--- config.mk ---
export PLATFORM = sky130hd
export DESIGN_NAME = cdr_loop_filter_flat
export DESIGN_NICKNAME = d
export VERILOG_FILES = /design/src/rtl/cdr_pkg.sv /design/src/rtl/cdr_loop_filter_if.sv /design/src/rtl/cdr_lock_det.sv /design/src/rtl/cdr_loop_filter.sv /design/src/flat_wrapper.sv
export SDC_FILE = /design/constraint.sdc
export NUM_CORES = 1
export LEC_CHECK = 0
export CORE_UTILIZATION = 30
export CTS_BUF_LIST = sky130_fd_sc_hd__clkbuf_16
export CTS_CLUSTER_SIZE = 20
export DETAILED_ROUTE_END_ITERATION = 10
export GPL_TIMING_DRIVEN = 0
export PLACE_DENSITY = 0.44
export SETUP_SLACK_MARGIN = 0.1
export SLEW_MARGIN = 20
export SYNTH_ARGS = -nofsm -noshare
export SYNTH_HDL_FRONTEND = slang
export SYNTH_SLANG_ARGS = --single-unit
export TNS_END_PERCENT = 30
--- constraint.sdc ---
create_clock -name clk -period 8.9 [get_ports clk]
set_input_delay 2.67 -clock clk [delete_from_list [all_inputs] [get_ports clk]]
set_output_delay 2.67 -clock clk [all_outputs]
set_load 0.02 [all_outputs]
--- src/rtl/cdr_pkg.sv ---
// cdr_pkg: shared CDR types, default gains and widths, and phase-detector error decode
package cdr_pkg;
  typedef enum logic {ACQ, TRK} loop_state_t;
  typedef logic signed [1:0] err_t;
  localparam int FCW_W_DEF      = 10;
  localparam int FCW_CENTER_DEF = 512;
  localparam int INT_W_DEF      = 16;
  localparam int INT_FRAC_DEF   = 4;
  localparam int KI_DEF         = 1;
  localparam int KP_ACQ_DEF     = 16;
  localparam int KP_TRK_DEF     = 4;
  localparam int RUN_MAX_DEF    = 8;
  localparam int LOCK_CNT_DEF   = 64;
  function automatic err_t pd_err(input logic up, input logic dn);
    return (up && !dn) ? 2'sd1 : (dn && !up) ? -2'sd1 : 2'sd0;
  endfunction
endpackage

--- src/rtl/cdr_loop_filter_if.sv ---
// cdr_loop_filter_if: phase-detector input and DCO control output bundle of the loop filter
interface cdr_loop_filter_if #(parameter int FCW_W = cdr_pkg::FCW_W_DEF);
  logic             freeze;
  logic             pd_valid;
  logic             pd_up;
  logic             pd_dn;
  logic [FCW_W-1:0] fcw;
  logic             fcw_valid;
  logic             locked;
  logic             int_sat;
  modport master (output freeze, pd_valid, pd_up, pd_dn, input fcw, fcw_valid, locked, int_sat);
  modport slave  (input freeze, pd_valid, pd_up, pd_dn, output fcw, fcw_valid, locked, int_sat);
endinterface

--- src/rtl/cdr_lock_det.sv ---
// cdr_lock_det: same-sign run counter, good-sample counter and ACQ/TRK gear FSM
module cdr_lock_det import cdr_pkg::*; #(
  parameter int RUN_MAX  = RUN_MAX_DEF,
  parameter int LOCK_CNT = LOCK_CNT_DEF
) (
  input  logic        clk,
  input  logic        rst_n,
  input  logic        acc,
  input  err_t        err,
  output logic        locked,
  output loop_state_t gain_sel
);
  localparam int RW = $clog2(RUN_MAX + 2);
  localparam int GW = $clog2(LOCK_CNT + 1);
  logic [RW-1:0] run_q, run_d;
  logic [GW-1:0] good_q, good_d;
  logic          neg_q, neg_d;
  loop_state_t   state_q, state_d;
  always_comb begin
    neg_d   = neg_q;
    run_d   = run_q;
    good_d  = good_q;
    state_d = state_q;
    if (acc) begin
      if (err != 2'sd0) begin
        neg_d = err[1];
        run_d = (run_q == '0 || err[1] != neg_q) ? RW'(1) :
                run_q == RW'(RUN_MAX + 1) ? run_q : run_q + RW'(1);
      end
      good_d  = run_d > RW'(RUN_MAX) ? '0 : good_q == GW'(LOCK_CNT) ? good_q : good_q + GW'(1);
      state_d = run_d > RW'(RUN_MAX) ? ACQ : good_d == GW'(LOCK_CNT) ? TRK : state_q;
    end
  end
  always_ff @(posedge clk) begin
    if (!rst_n) begin
      run_q   <= '0;
      good_q  <= '0;
      neg_q   <= 1'b0;
      state_q <= ACQ;
    end else begin
      run_q   <= run_d;
      good_q  <= good_d;
      neg_q   <= neg_d;
      state_q <= state_d;
    end
  end
  assign locked   = state_q == TRK;
  assign gain_sel = state_q;
endmodule

--- src/rtl/cdr_loop_filter.sv ---
// cdr_loop_filter: bang-bang PI loop filter with gear shifting, producing the DCO frequency control word
module cdr_loop_filter import cdr_pkg::*; #(
  parameter int FCW_W      = FCW_W_DEF,
  parameter int FCW_CENTER = FCW_CENTER_DEF,
  parameter int INT_W      = INT_W_DEF,
  parameter int INT_FRAC   = INT_FRAC_DEF,
  parameter int KI         = KI_DEF,
  parameter int KP_ACQ     = KP_ACQ_DEF,
  parameter int KP_TRK     = KP_TRK_DEF,
  parameter int RUN_MAX    = RUN_MAX_DEF,
  parameter int LOCK_CNT   = LOCK_CNT_DEF
) (
  input logic              clk,
  input logic              rst_n,
  cdr_loop_filter_if.slave bus
);
  localparam int SW = INT_W + 2;
  localparam logic signed [INT_W:0]  IMAX = (INT_W+1)'(2**(INT_W-1) - 1);
  localparam logic signed [INT_W:0]  IMIN = -IMAX;
  localparam logic signed [INT_W:0]  KI_S = (INT_W+1)'(KI);
  localparam logic signed [SW-1:0]   FMAX = SW'(2**FCW_W - 1);
  localparam logic signed [SW-1:0]   CTR  = SW'(FCW_CENTER);
  logic                    acc;
  err_t                    err, err_q, err_d;
  logic signed [INT_W:0]   int_sum;
  logic signed [INT_W-1:0] int_q, int_d;
  logic signed [SW-1:0]    kp_q, kp_d, sum;
  logic                    v_q, v_d, fcw_valid_q, fcw_valid_d;
  logic [FCW_W-1:0]        fcw_q, fcw_d;
  loop_state_t             gain_sel;
  logic                    locked;
  always_comb begin
    acc         = bus.pd_valid && !bus.freeze;
    err         = acc ? pd_err(bus.pd_up, bus.pd_dn) : 2'sd0;
    int_sum     = $signed({int_q[INT_W-1], int_q}) + (err == 2'sd1 ? KI_S : err == -2'sd1 ? -KI_S : '0);
    int_d       = !acc ? int_q : int_sum > IMAX ? IMAX[INT_W-1:0] :
                  int_sum < IMIN ? IMIN[INT_W-1:0] : int_sum[INT_W-1:0];
    err_d       = err;
    v_d         = acc;
    kp_d        = gain_sel == TRK ? SW'(KP_TRK) : SW'(KP_ACQ);
    // second stage sees the already-updated integrator
    sum         = CTR + SW'(int_q >>> INT_FRAC) + (err_q == 2'sd1 ? kp_q : err_q == -2'sd1 ? -kp_q : '0);
    fcw_d       = !v_q ? fcw_q : sum[SW-1] ? '0 : sum > FMAX ? '1 : sum[FCW_W-1:0];
    fcw_valid_d = v_q;
  end
  always_ff @(posedge clk) begin
    if (!rst_n) begin
      int_q       <= '0;
      err_q       <= 2'sd0;
      kp_q        <= '0;
      v_q         <= 1'b0;
      fcw_q       <= FCW_W'(FCW_CENTER);
      fcw_valid_q <= 1'b0;
    end else begin
      int_q       <= int_d;
      err_q       <= err_d;
      kp_q        <= kp_d;
      v_q         <= v_d;
      fcw_q       <= fcw_d;
      fcw_valid_q <= fcw_valid_d;
    end
  end
  cdr_lock_det #(.RUN_MAX(RUN_MAX), .LOCK_CNT(LOCK_CNT)) u_lock (
    .clk      (clk),
    .rst_n    (rst_n),
    .acc      (acc),
    .err      (err),
    .locked   (locked),
    .gain_sel (gain_sel)
  );
  assign bus.fcw       = fcw_q;
  assign bus.fcw_valid = fcw_valid_q;
  assign bus.locked    = locked;
  assign bus.int_sat   = int_q == IMAX[INT_W-1:0] || int_q == IMIN[INT_W-1:0];
endmodule

--- src/flat_wrapper.sv ---
// flat-port wrapper written by rule: the top's interface ports become plain ports
module cdr_loop_filter_flat import cdr_pkg::*;
#(
  parameter int FCW_W      = FCW_W_DEF,
  parameter int FCW_CENTER = FCW_CENTER_DEF,
  parameter int INT_W      = INT_W_DEF,
  parameter int INT_FRAC   = INT_FRAC_DEF,
  parameter int KI         = KI_DEF,
  parameter int KP_ACQ     = KP_ACQ_DEF,
  parameter int KP_TRK     = KP_TRK_DEF,
  parameter int RUN_MAX    = RUN_MAX_DEF,
  parameter int LOCK_CNT   = LOCK_CNT_DEF
)
  (clk, rst_n, bus_freeze, bus_pd_valid, bus_pd_up, bus_pd_dn, bus_fcw, bus_fcw_valid, bus_locked, bus_int_sat);
  cdr_loop_filter_if #(.FCW_W(FCW_W)) bus_i ();
  input logic clk;
  input logic rst_n;
  input wire logic [$bits(bus_i.freeze)-1:0] bus_freeze;
  input wire logic [$bits(bus_i.pd_valid)-1:0] bus_pd_valid;
  input wire logic [$bits(bus_i.pd_up)-1:0] bus_pd_up;
  input wire logic [$bits(bus_i.pd_dn)-1:0] bus_pd_dn;
  output wire logic [$bits(bus_i.fcw)-1:0] bus_fcw;
  output wire logic [$bits(bus_i.fcw_valid)-1:0] bus_fcw_valid;
  output wire logic [$bits(bus_i.locked)-1:0] bus_locked;
  output wire logic [$bits(bus_i.int_sat)-1:0] bus_int_sat;
  assign bus_i.freeze = bus_freeze;
  assign bus_i.pd_valid = bus_pd_valid;
  assign bus_i.pd_up = bus_pd_up;
  assign bus_i.pd_dn = bus_pd_dn;
  assign bus_fcw = bus_i.fcw;
  assign bus_fcw_valid = bus_i.fcw_valid;
  assign bus_locked = bus_i.locked;
  assign bus_int_sat = bus_i.int_sat;
  cdr_loop_filter #(.FCW_W(FCW_W), .FCW_CENTER(FCW_CENTER), .INT_W(INT_W), .INT_FRAC(INT_FRAC), .KI(KI), .KP_ACQ(KP_ACQ), .KP_TRK(KP_TRK), .RUN_MAX(RUN_MAX), .LOCK_CNT(LOCK_CNT)) u_core (.clk(clk), .rst_n(rst_n), .bus(bus_i));
endmodule
==> summary.md <==
| Metric | Value |
|---|---|
| Synth Warn # | 0 |
| Worst Hold Slack | 0.470 ns |
| TritonCTS Buffers | 5 |
| Hold Crit Depth | 1 |
| CTS root buffer | clkbuf_16 |
| Hold path start | u_core.u_lock.gain_sel |
| Synth Area per Inst | 8.11 um2 |
| Pleak | 1.57 nW |
| First-pass GRT wire length | 18100 um |
| Final setup viols | 0 |
| Post-CTS setup buffers | 0 |
| Min cycle time layout | 6.32 ns |
| Peak VDD IR | 0.0856 mV |
| Critical Path Start Type | primary input |
| GRT Overall Usage | 17.6% |
| Top Metal Used | met4 |
| Die area | 13300 um2 |
| Clk pin slew, worst setup/hold paths | 0.07 ns |
| IO Count | 19 |
| RSZ-0062 raised after global routing | false |
| Routed wire length | 11200 um |
| Worst hold path endpoint | u_core.kp_q[4] |
| Placed Area | 4230 um2 |
| Met2 WL | 5350 um |
| Pwr dens | 118 nW/um2 |
| Clock share of power | 37.1% |
| Sequential power share | 42.2% |
| Max-Cap Viols | 0 |
| Vias per cell | 5.44 |
| R2R depth | 12 |
| Clock Sinks | 45 |
| Post-CTS Resized | 0 |
| Initial core utilization | 31.3% |
| Largest net degree at the start of global routing | 16 |
| Remaining global-route overflow | 0 |
| WL/cell | 16.7 um |
| Comb pwr share | 20.7% |
| Initial antenna violation count | 0 |
| Die W | 115 um |
| Multi-input gate area | 2690 um2 |
| CTS tree | built |
| FF/Latch Area | 901 um2 |
| Critical Path RT | 9.09 ns |
| Actual slew at the worst max-slew pin | 0.704 ns |
| Met3 wire length | 449 um |
| GPL Wtd Cong | 0.844 |
| P_sw | 0.160 mW |
| Via count | 3633 |
| Layout area overhead | 14.0% |
| Core area | 12300 um2 |
| Overall power | 0.515 mW |
| Die height | 115 um |
| Max Transition Viols Final | 0 |
| Worst R2R Start | u_core.kp_q[2] |
| CP arrival | 6.52 ns |
| Final ANT Viol Nets | 0 |
| Clock Skew | 0.00879 ns |
| Post-synth EDFFs | 0 |
| Clock Path Buffers | 2 |
| 1st-iter DRT viols | 155 |
| Sw frac | 31.0% |
| Length of routed wiring on met1 | 5160 um |
| Syn Nets | 498 |
| Share of cells above drive strength 1 | 13.8% |
| Kind of critical path | in -> reg |
| Period utilization | 71.1% |
| Port bufs | 18 |
| Main synth FF type | dfxtp_1 |
| Final hold violation count | 0 |
| Num rows | 40 |
| Fraction of registers with async set/reset | 0% |
| FILL cells | 1290 |
| R2R Setup Slk | 5.65 ns |
| Dpl hpwl | 8650 um |
| Hold_buf cts | 0 |
| Power Internal | 0.356 mW |
| Placement Setup Slack | 2.29 ns |
| Seq/Total Area, Yosys | 23.4% |
| Remaining DRCs | 0 |
| Fin area | 4380 um2 |
| Hold Crit Class | reg -> reg |
| ANT cells | 0 |
| Relative slew slack | 53.1% |
| Cell Area, Synth | 3840 um2 |
| Crit-path max FO | 10 |
| #FFs+latches synth | 45 |
| Reg-to-reg endpoint | u_core.bus.fcw[3] |
| Setup Total Neg Slack | 0 ns |
| Post-Syn Instances | 474 |
| # nets final | 523 |
| Fmax | 0.158 GHz |
| Vias in the first global route | 3399 |
| Final worst slack | 2.58 ns |
| CTS H-Tree Depth | 2 |
| Post-synthesis cell type count | 83 |
| DRT Pass-1 Iters | 5 |
| Status | finished clean |
| Clock latency at the later pin of the worst-skew pair | 0.30 ns |
| CP endpoint kind | flip-flop |
## state kept, by name, summed over array words and instances (netlist names)
name and cells:
u_core.kp_q 2, u_core.bus.fcw_valid 1, u_core.u_lock.run_q 4, u_core.bus.fcw 10, u_core.u_lock.gain_sel 1, u_core.err_q 2, u_core.u_lock.neg_q 1, u_core.u_lock.good_q 7
u_core.fcw_valid_d 1, u_core.int_q 16
## power groups by stage
| stage | Combinational, mW | Sequential, mW | Clock [mW] |
|---|---|---|---|
| floorplan | 0.0763 | 0.221 | 0 |
| global placement | 0.107 | 0.222 | 0 |
| detailed placement | 0.107 | 0.222 | 0 |
| CTS | 0.107 | 0.217 | 0.198 |
| global route | 0.118 | 0.218 | 0.205 |
| finish | 0.107 | 0.217 | 0.191 |
## worst max-delay path by stage
stage,start,endpoint,slack [ns],cells after the start
2_1_floorplan,bus_pd_up,u_core.int_q[4],3.60,14
3_3_place_gp,bus_freeze,u_core.int_q[5],2.27,14
3_5_place_dp,bus_freeze,u_core.int_q[5],2.29,14
4_1_cts,bus_freeze,u_core.int_q[5],2.60,14
5_1_grt,bus_freeze,u_core.int_q[5],2.26,14
6_report,bus_freeze,u_core.int_q[5],2.58,14
## worst max-delay path: stages
cell	delay (ns)
clkdlybuf4s50_1	0.50
nand2b_1	0.30
clkbuf_1	0.45
nor2_1	0.15
ha_1	0.32
ha_1	0.32
nor4_1	0.29
nor2_1	0.13
o41ai_1	0.39
o41a_1	0.23
buf_4	0.17
buf_4	0.20
o21ai_0	0.12
o221a_2	0.26
## through the flow
step                      util (%)  std cells
after floorplan                  -        474
after global placement        34.5        660
after detailed placement      34.5        660
after CTS                     35.7        668
after global routing          35.7        668
final                         35.7        668
## cell families (layout without fill, tap and decap cells)
group / after synthesis / count (layout) / share of synthesized area [%]
adders and majority gates: 30 / 30 / 9.44
muxes: 8 / 8 / 2.15
and+or+nand+nor: 192 / 192 / 28.4
xor gates and xnor gates: 25 / 25 / 6.05
DFF: 45 / 45 / 23.4
AOI/OAI and AO/OA: 122 / 122 / 23.8
buffers and inverters: 52 / 78 / 6.71
## cell usage after synthesis (all sizes together) (6+ instances only)
master / count / area share [%]
a21oi: 32 / 4.9
buf: 18 / 3.4
o21ai: 37 / 4.8
or4: 6 / 1.3
nand2: 33 / 3.3
maj3: 12 / 3.4
nor3: 22 / 2.9
ha: 17 / 5.5
xnor2: 18 / 4.1
nand2b: 6 / 1.2
nand4: 8 / 1.7
inv: 24 / 2.3
clkbuf: 10 / 0.98
nand3: 15 / 2.1
dfxtp: 45 / 23
or3: 9 / 1.6
nor2b: 12 / 2.0
and3: 7 / 1.1
nor2: 37 / 3.6
xor2: 6 / 1.4
and2: 8 / 1.3
mux2i: 6 / 1.6
nand3b: 6 / 1.3
## metal layers
metal | global-route usage [%] | vias up
li1 | - | 1790
met1 | 22.7 | 1747
met2 | 30.9 | 80
met3 | 2.11 | 16
met4 | 5.11 | 0
met5 | 0 | -
## final cells by class
class	instances	share of cell area [%]
timing repair buffer	18	4.11
clock inverter	3	0.486
clock buffer	5	2.86
tap	168	4.80
inverter	24	2.06
buffer	28	3.83
multi-input combinational	377	61.3
sequential	45	20.6
## cells in the final DEF, fill, tap and decap left out, drive strengths merged, types with 7 or more instances in the layout
cell type,synthesis,final
dfxtp,45,45
nor2,37,37
o21ai,37,37
nand2,33,33
a21oi,32,32
inv,24,25
nor3,22,22
xnor2,18,18
clkdlybuf4s50,0,18
buf,18,18
ha,17,17
nand3,15,15
clkbuf,10,15
nor2b,12,12
maj3,12,12
or3,9,9
and2,8,8
nand4,8,8
and3,7,7
Note: power is estimated with default switching activity, not from simulation.
